### src/rtl/wa_pkg.sv
// Shared types and default widths for the sif write-address buffer.
package wa_pkg;

   localparam int WA_ADDR_W = 8;
   localparam int WA_DATA_W = 32;

   typedef struct packed {
      logic [WA_ADDR_W-1:0] addr;
      logic [WA_DATA_W-1:0] data;
   } entry_t;

   typedef enum logic {
      IDLE = 1'b0,
      REQ  = 1'b1
   } state_t;

endpackage

### src/rtl/wa_fifo.sv
// Synchronous FIFO with combinational head read; storage is plain registers.
module wa_fifo #(
   parameter  int W     = 40,
   parameter  int DEPTH = 4,
   localparam int AW    = $clog2(DEPTH),
   localparam int LW    = AW + 1
) (
   input  logic          clk,
   input  logic          rst,
   input  logic          push,
   input  logic          pop,
   input  logic [W-1:0]  din,
   output logic [W-1:0]  dout,
   output logic [LW-1:0] level,
   output logic          full,
   output logic          empty
);

   logic [W-1:0]  mem [DEPTH];
   logic [AW-1:0] wr_ptr;
   logic [AW-1:0] rd_ptr;
   logic          do_push;
   logic          do_pop;

   // A push at full is legal only alongside a pop, which frees the head slot.
   assign do_pop  = pop & ~empty;
   assign do_push = push & (~full | do_pop);

   assign full  = (level == LW'(DEPTH));
   assign empty = (level == '0);
   assign dout  = mem[rd_ptr];

   // NOTE: the data array has no reset; only pointers and level define validity.
   always_ff @(posedge clk) begin
      if (do_push) mem[wr_ptr] <= din;
   end

   // NOTE: sequential state uses non-blocking assignments so all registers
   // see pre-edge values regardless of statement order.
   always_ff @(posedge clk or posedge rst) begin
      if (rst) begin
         wr_ptr <= '0;
         rd_ptr <= '0;
         level  <= '0;
      end else begin
         if (do_push) wr_ptr <= wr_ptr + AW'(1);
         if (do_pop)  rd_ptr <= rd_ptr + AW'(1);
         case ({do_push, do_pop})
            2'b10:   level <= level + LW'(1);
            2'b01:   level <= level - LW'(1);
            default: level <= level;
         endcase
      end
   end

endmodule

### src/rtl/wa_wr_buf.sv
// Write buffer between the sif write port and memory: FIFO, drain FSM, overflow flag.
module wa_wr_buf
   import wa_pkg::*;
#(
   parameter  int ADDR_W = WA_ADDR_W,
   parameter  int DATA_W = WA_DATA_W,
   parameter  int DEPTH  = 4,
   localparam int LW     = $clog2(DEPTH) + 1
) (
   input  logic              clk,
   input  logic              rst,
   input  logic              wa_wr_s,
   input  logic [ADDR_W-1:0] wa_addr,
   input  logic [DATA_W-1:0] wa_data_wr,
   output logic              mem_req,
   output logic [ADDR_W-1:0] mem_addr,
   output logic [DATA_W-1:0] mem_data,
   input  logic              mem_ack,
   output logic [LW-1:0]     level,
   output logic              empty,
   output logic              full,
   output logic              ovf,
   input  logic              ovf_clr
);

   state_t            state;
   state_t            state_next;
   logic              push;
   logic              pop;
   logic [ADDR_W-1:0] head_addr;
   logic [DATA_W-1:0] head_data;

   assign pop  = mem_req & mem_ack;
   assign push = wa_wr_s & (~full | pop);

   wa_fifo #(
      .W     (ADDR_W + DATA_W),
      .DEPTH (DEPTH)
   ) u_fifo (
      .clk   (clk),
      .rst   (rst),
      .push  (push),
      .pop   (pop),
      .din   ({wa_addr, wa_data_wr}),
      .dout  ({head_addr, head_data}),
      .level (level),
      .full  (full),
      .empty (empty)
   );

   always_ff @(posedge clk or posedge rst) begin
      if (rst) state <= IDLE;
      else     state <= state_next;
   end

   // NOTE: defaulting the target first keeps every path assigned, so no latch.
   always_comb begin
      state_next = state;
      case (state)
         IDLE: if (!empty) state_next = REQ;
         REQ:  if (pop && (level == LW'(1)) && !push) state_next = IDLE;
         default: state_next = IDLE;
      endcase
   end

   // Head contents are masked while idle so stale storage never shows after reset.
   always_comb begin
      mem_req  = (state == REQ);
      mem_addr = mem_req ? head_addr : '0;
      mem_data = mem_req ? head_data : '0;
   end

   // Setting wins over clearing when both happen on one edge.
   always_ff @(posedge clk or posedge rst) begin
      if (rst)                  ovf <= 1'b0;
      else if (wa_wr_s && !push) ovf <= 1'b1;
      else if (ovf_clr)          ovf <= 1'b0;
   end

endmodule

### config.mk
export PLATFORM = sky130hd
export DESIGN_NAME = wa_wr_buf
export DESIGN_NICKNAME = d
export VERILOG_FILES = /design/src/rtl/wa_pkg.sv /design/src/rtl/wa_fifo.sv /design/src/rtl/wa_wr_buf.sv
export SDC_FILE = /design/constraint.sdc
export NUM_CORES = 1
export LEC_CHECK = 0
export BUFFER_PORTS_ARGS = -buffer_cell sky130_fd_sc_hd__buf_2
export CAP_MARGIN = 0
export CORE_ASPECT_RATIO = 2
export CORE_UTILIZATION = 35
export CTS_CLUSTER_SIZE = 28
export DETAILED_ROUTE_END_ITERATION = 8
export HOLD_SLACK_MARGIN = 0.06
export SYNTH_ARGS = -nofsm -noshare
export SYNTH_HDL_FRONTEND = slang
export SYNTH_SLANG_ARGS = --single-unit
export TNS_END_PERCENT = 10
### constraint.sdc
create_clock -name clk -period 3.4 [get_ports clk]
set_clock_uncertainty 0.15 [all_clocks]
set_input_delay 0.34 -clock clk [delete_from_list [all_inputs] [get_ports clk]]
set_output_delay 0.34 -clock clk [all_outputs]
set_load 0.05 [all_outputs]
==> run metrics, run 1 <==
ratio of cells with drive above 1 in the final layout 37.15%; leakage 2.971 nW; initial core utilization 36.10%; area fraction of the dominant cell type after synthesis 72.37%; first-pass GRT wire length 19.89 mm; Via Count 3302; Num CTS Buffers 17; CP startpoint kind flop; grt met1 use 14.94%; Die ar. 0.01956 sq mm; Crit Path Class reg2out; Via density 4.856; Fin. Hold Viols 0; Post-Route WL 12.60 mm; library cells used by synthesis 25; Max rail drop VDD 0.5208 mV; CP max stage cell dfrtp_4; CTS H-Tree Depth 4; mapped cell area 0.006639 sq mm; post-CTS sizing 0; Die Wd 99.39 microns; Routed Antenna Nets 0; vias in the first global route 3590; slowest stage delay, CP 0.99 ns; Syn Inst Count 306; Crit path required time 2.91 ns; CP Max Fanout 42; largest net degree at the start of global routing 44; Sequential Area 0.005035 sq mm; Worst Setup End Kind output port; 1st-iter DRT viols 138; Total Nets Final 505; met2 GRT Util 25.69%; Core Rows 70; Min-Delay Path Class in2reg; worst slew pin tran 0.8372 ns; routed len/inst 18.53 microns; synthesis-to-layout area growth 25.86%; GR Overflow Total 0; IO Pins 92; initial antenna violation count 1; filler cell count 1608; clk buf depth 2; worst path cell trace mux4_2 > and2_1 > buf_2; Multi-input gate area 0.001454 sq mm; GR Util All Layers 14.06%; CTS tree yes; first drt pass iteration count 4; flops & latches, synth 169; Clk Latency, worst-skew pair 0.42 ns; Post-Place Cell Area 0.007352 sq mm; Final Max Slew Viols 0; status completed; leading post-synthesis cells by cell area edfxtp_1 (72%), mux4_2 (13%), and2_1 (4.2%); max-cap violation count 0; Die Ht 196.8 microns; final setup violation count 0; placed cells 605; fin crit period 2.949 ns; Buffers on Ports 91; hpwl dp 7.983 mm; Final GP Congestion 0.7110; Avg Cell Area, Syn 21.70 sq um; pwr dens 979.4 mW/mm^2; met3 global-route usage 2.837%; Total Power 8.184 mW; RSZ-0062 raised after global routing no; Worst slew margin 44.18%; Net Count, Synth 360; CTS sink cnt 169; Synth area leader edfxtp_1; Critical Path AT 2.46 ns; Yosys warning count 0; root buf cell clkbuf_16; register area share after synthesis 75.76%; cell area after layout 0.008356 sq mm; area of the core 0.01839 sq mm; CTS clk-pin slew, worst paths 0.07 ns; Layout Cells excl Fill 680; Total Neg Setup Slack 0 ns; GRT busiest layer met2; Post-route DRC 0; Final period util 86.75%; fmax 0.3391 GHz
## critical path: cells and delay by family (launching register included)
family	cells	cell delay, ns
DFF	1	0.99
muxes	1	0.66
and+or+nand+nor	1	0.18
buffers and inverters	1	0.20
## cell families (layout without fill, tap and decap cells)
logic type | Yosys count | count (layout) | synth area share, %
other | 0 | 1 | 0
AND/OR/NAND/NOR | 54 | 54 | 4.938
XOR/XNOR | 6 | 6 | 0.7917
flip-flops | 169 | 169 | 75.76
buffers and inverters | 22 | 179 | 2.412
adder cells (fa/ha/maj) | 9 | 9 | 1.696
multiplexers | 42 | 42 | 14.00
AO/OA/AOI/OAI | 4 | 4 | 0.3959
## cells in the mapped netlist
master and n:
a21oi_2 1, xnor2_1 3, dfrtp_1 9, mux4_2 38, nand4_1 1, mux4_1 2
nor3b_1 1, a21o_1 1, inv_1 8, and2_1 45, nor2b_1 1, o21ai_0 2
nor2_1 2, buf_2 4, ha_1 9, clkbuf_1 5, mux2_2 1, nand3_1 1
nand2_1 2, nand2b_1 1, xor2_1 3, buf_6 1, mux2i_1 1, buf_12 4
edfxtp_1 160
## power breakdown
part / internal [mW] / switching (mW)
registers: 2.75 / 0.304
logic: 1.13 / 2.15
clock network: 1.08 / 0.770
total: 4.96 / 3.23
## worst paths after layout
path                            depth (start not counted)                      endpoint                          from  slack (ns)
worst max register to register                          6   u_fifo.mem[2][21]$_DFFE_PP_   u_fifo.level[0]$_DFFE_PP0P_        0.86
worst max-delay path                                    3                   mem_data[2]  u_fifo.rd_ptr[0]$_DFFE_PP0P_        0.45
min in group asynchronous                               3             mem_req$_DFF_PP0_                           rst        0.28
max in group asynchronous                               3  u_fifo.rd_ptr[0]$_DFFE_PP0P_                           rst        2.52
worst min register to register                          1   u_fifo.level[2]$_DFFE_PP0P_   u_fifo.level[2]$_DFFE_PP0P_        0.41
worst min-delay path                                    3             mem_req$_DFF_PP0_                       mem_ack        0.10
## placed cells by master, fill, tap and decap left out, types with 3 or more instances in the layout
cell type	count
ha_1	9
xor2_1	3
and2_2	4
buf_2	91
inv_1	8
edfxtp_1	160
buf_12	5
clkbuf_16	17
dlygate4sd3_1	43
and2_1	41
dfrtp_1	7
inv_6	5
mux4_2	38
xnor2_1	3
## repair_timing
| item | in CTS | in global routing |
|---|---|---|
| endpoints found under the hold margin | 170 | 0 |
| setup buffers | 0 | 0 |
| hold buffers | 43 | 0 |
## final cells by class
cell class	instances	area share [%]
well taps	216	3.235
clock buffers	17	5.091
diodes	1	0.02995
inverters	8	0.3594
flip-flops and latches	169	60.26
repair buffers	140	11.89
multi-input cells	115	17.40
clock inverters	14	1.737
## metal layers
metal / share of wire (%) / vias up
li1: - / 1504
met1: 37 / 1700
met2: 57 / 75
met3: 3.4 / 23
met4: 3.1 / 0
met5: 0 / -
## per-stage QoR
step | utilization (%) | setup slack [ns] | hold slack [ns]
6_report | 45.43 | 0.4506 | 0.1032
5_1_grt | 45.43 | 0.2709 | 0.09391
4_1_cts | 45.42 | 0.3514 | 0.08181
3_5_place_dp | 39.97 | 0.8149 | 0.1892
3_3_place_gp | 39.97 | 0.8246 | 0.1798
2_1_floorplan | - | 0.1519 | 0.01792
## state kept, by name, indices dropped and copies added, names as in the netlist
name,count
u_fifo.level,3
u_fifo.mem,160
u_fifo.rd_ptr,2
ovf,1
u_fifo.wr_ptr,2
mem_req,1
Note: power is estimated with default switching activity, not from simulation.
==> run 2, diff against run 1 <==
--- a/config.mk
+++ b/config.mk
@@ -12,6 +12,7 @@
 export CTS_CLUSTER_SIZE = 28
 export DETAILED_ROUTE_END_ITERATION = 8
 export HOLD_SLACK_MARGIN = 0.06
+export SETUP_SLACK_MARGIN = 0.5
 export SYNTH_ARGS = -nofsm -noshare
 export SYNTH_HDL_FRONTEND = slang
 export SYNTH_SLANG_ARGS = --single-unit
==> run 2 against run 1 <==
Against the previous run: maximum frequency increased by 6.1%; non-clock buffer count increased by 5; die area unchanged; register-to-register slack got worse by 0.03 ns; combinational power increased by 5%; clock-buffer cell count increased by 4; critical path type unchanged; clock power increased by 11%; cell area increased by 1.6%; critical path depth increased by 1; global-route usage increased by 0.17 points; highest routed layer unchanged; first-iteration DRC count decreased by 24%.
==> run metrics, run 2 (synthesis gave the netlist of run 1 again) <==
largest net degree at the start of global routing 44 (unchanged); commonest cells after routing, fill and taps aside edfxtp_1 (160), buf_2 (91), dlygate4sd3_1 (43); Max rail drop VDD 0.5579 mV (+7.1%); vias in the first global route 3718 (+3.6%); CTS sink cnt 169 (unchanged); GR Util All Layers 14.23% (+0.17 points); pwr dens 1000 mW/mm^2 (+2.1%); area of the core 0.01839 sq mm (unchanged); worst path cell trace buf_4 > mux4_2 > and2_1 > buf_2; max-cap violation count 0 (unchanged); fin crit period 2.781 ns (-0.1683 ns); Min-Delay Path Class in2reg; CP max stage cell dfrtp_2; status completed; Die Wd 99.39 microns (unchanged); initial antenna violation count 1 (unchanged); RSZ-0062 raised after global routing no; Critical Path AT 2.29 ns (-0.17 ns); CTS tree yes; Final period util 81.80% (-5.0 points); ratio of cells with drive above 1 in the final layout 38.17% (+1.0 points); worst path buffer plus inverter count 2 (+1); Fin. Hold Viols 0 (unchanged); fmax 0.3596 GHz (+6.1%); Buffers on Ports 91 (unchanged); CP Max Fanout 29 (-31%); Worst Setup End Kind output port; reg2reg setup slack 0.83 ns (-0.03 ns); Crit Path Class reg2out; Worst slew margin 49.19% (+5.0 points); hpwl dp 7.939 mm (-0.54%); CTS clk-pin slew, worst paths 0.06 ns (about the same); clk buf depth 2 (unchanged); slowest stage delay, CP 0.87 ns (-0.12 ns); 1st-iter DRT viols 105 (-24%); commonest non-fill, non-tap cell in the layout edfxtp_1; Routed Antenna Nets 0 (unchanged); Post-Route WL 12.98 mm (+3.0%); synthesis-to-layout area growth 27.89%; Num CTS Buffers 17 (unchanged); Final GP Congestion 0.6786 (-4.6%); initial core utilization 36.10% (unchanged); Post-route DRC 0 (unchanged); first-pass GRT wire length 20.16 mm (+1.4%); Die Ht 196.8 microns (unchanged); routed len/inst 18.91 microns (+2.1%); max reg flops 160 (unchanged); leakage 3.034 nW (+2.1%); top flop regs u_fifo.mem: 160 flops, u_fifo.level: 3 flops; final setup violation count 0 (unchanged); IO Pins 92 (unchanged); CP top delay family flip-flops; Via Count 3334 (+0.97%); Core Rows 70 (unchanged); Via density 4.860 (about the same); CTS H-Tree Depth 4 (unchanged); root buf cell clkbuf_16; Total Nets Final 510 (+0.99%); Die ar. 0.01956 sq mm (unchanged); Crit path required time 2.91 ns (about the same); worst slew pin tran 0.7622 ns (-0.07501 ns); Clk Latency, worst-skew pair 0.42 ns (about the same); Total Power 8.492 mW (+3.8%); CP startpoint kind flop; Final Max Slew Viols 0 (unchanged); Total Neg Setup Slack 0 ns (unchanged); most flop-heavy register u_fifo.mem; GR Overflow Total 0 (unchanged); first drt pass iteration count 5 (+1)
## run 2: cell count changes in the layout (fill, tap and decap cells not counted)
cell        before  now
clkinvlp_4       2    4
clkinv_1         2    1
clkinv_2         2    1
bufinv_16        2    4
buf_4            1    5
inv_6            5    0
clkbuf_8         0    4
buf_16           0    1
## run 2: final cells by class
cell class | count | area (sq um)
Tap cell | 216 | 270.3
Antenna cell | 1 | 2.502
Clock buffer | 21 | 480.5
Multi-Input combinational cell | 115 | 1454
Fill cell | 1571 | 9902
Clock inverter | 11 | 167.7
Inverter | 8 | 30.03
Timing Repair Buffer | 145 | 1051
Sequential cell | 169 | 5035
## run 2: where the power goes
part / internal, mW / leakage, nW / total [mW] / switching (mW)
Clock: 1.31 / 0.305 / 2.06 / 0.755
Sequential: 2.75 / 1.57 / 2.99 / 0.240
Combinational: 1.19 / 1.16 / 3.44 / 2.25
## run 2: tightest hold or removal path: stages
cell,delay (ns)
buf_2,0.11
nand4_1,0.08
a21o_1,0.11
## run 2: metrics by stage
step / util, % / cells / hold WS [ns] / instance area (sq um) / setup slack, ns
after floorplan: - / 306 / 0.01792 / 6640 / 0.1521
after global placement: 40.03 / 608 / 0.1706 / 7362 / 0.8100
after detailed placement: 40.03 / 608 / 0.1809 / 7362 / 0.8053
after CTS: 46.00 / 684 / 0.08584 / 8461 / 0.4780
after global routing: 46.16 / 686 / 0.1284 / 8491 / 0.5072
final: 46.16 / 686 / 0.1074 / 8491 / 0.6189
## run 2: timing repair
| item | CTS | global route |
|---|---|---|
| endpoints found under the hold margin | 170 | 0 |
| pin swaps | 0 | 0 |
| endpoints found under the setup margin | 40 | 19 |
| cloned | 0 | 0 |
| hold buffers | 43 | 0 |
| resized for setup | 0 | 0 |
| buffers inserted | 1 | 1 |
## run 2: worst paths after layout
path | startpoint | endpoint | depth (start not counted)
hold / removal | mem_ack | mem_req$_DFF_PP0_ | 3
hold reg to reg | u_fifo.level[0]$_DFFE_PP0P_ | u_fifo.level[0]$_DFFE_PP0P_ | 1
setup reg to reg | u_fifo.level[0]$_DFFE_PP0P_ | u_fifo.mem[2][36]$_DFFE_PP_ | 6
max in group asynchronous | rst | u_fifo.rd_ptr[0]$_DFFE_PP0P_ | 3
setup / recovery | u_fifo.rd_ptr[1]$_DFFE_PP0P_ | mem_addr[4] | 4
min in group asynchronous | rst | ovf$_DFFE_PP0P_ | 3
## run 2: routing by layer
layer | track usage (%) | vias up | part of all wire, %
met1 | 14.97 | 1710 | 37
li1 | - | 1516 | -
met4 | 6.754 | 0 | 2.3
met2 | 26.00 | 89 | 57
met3 | 3.688 | 19 | 4.3
met5 | 0 | - | 0
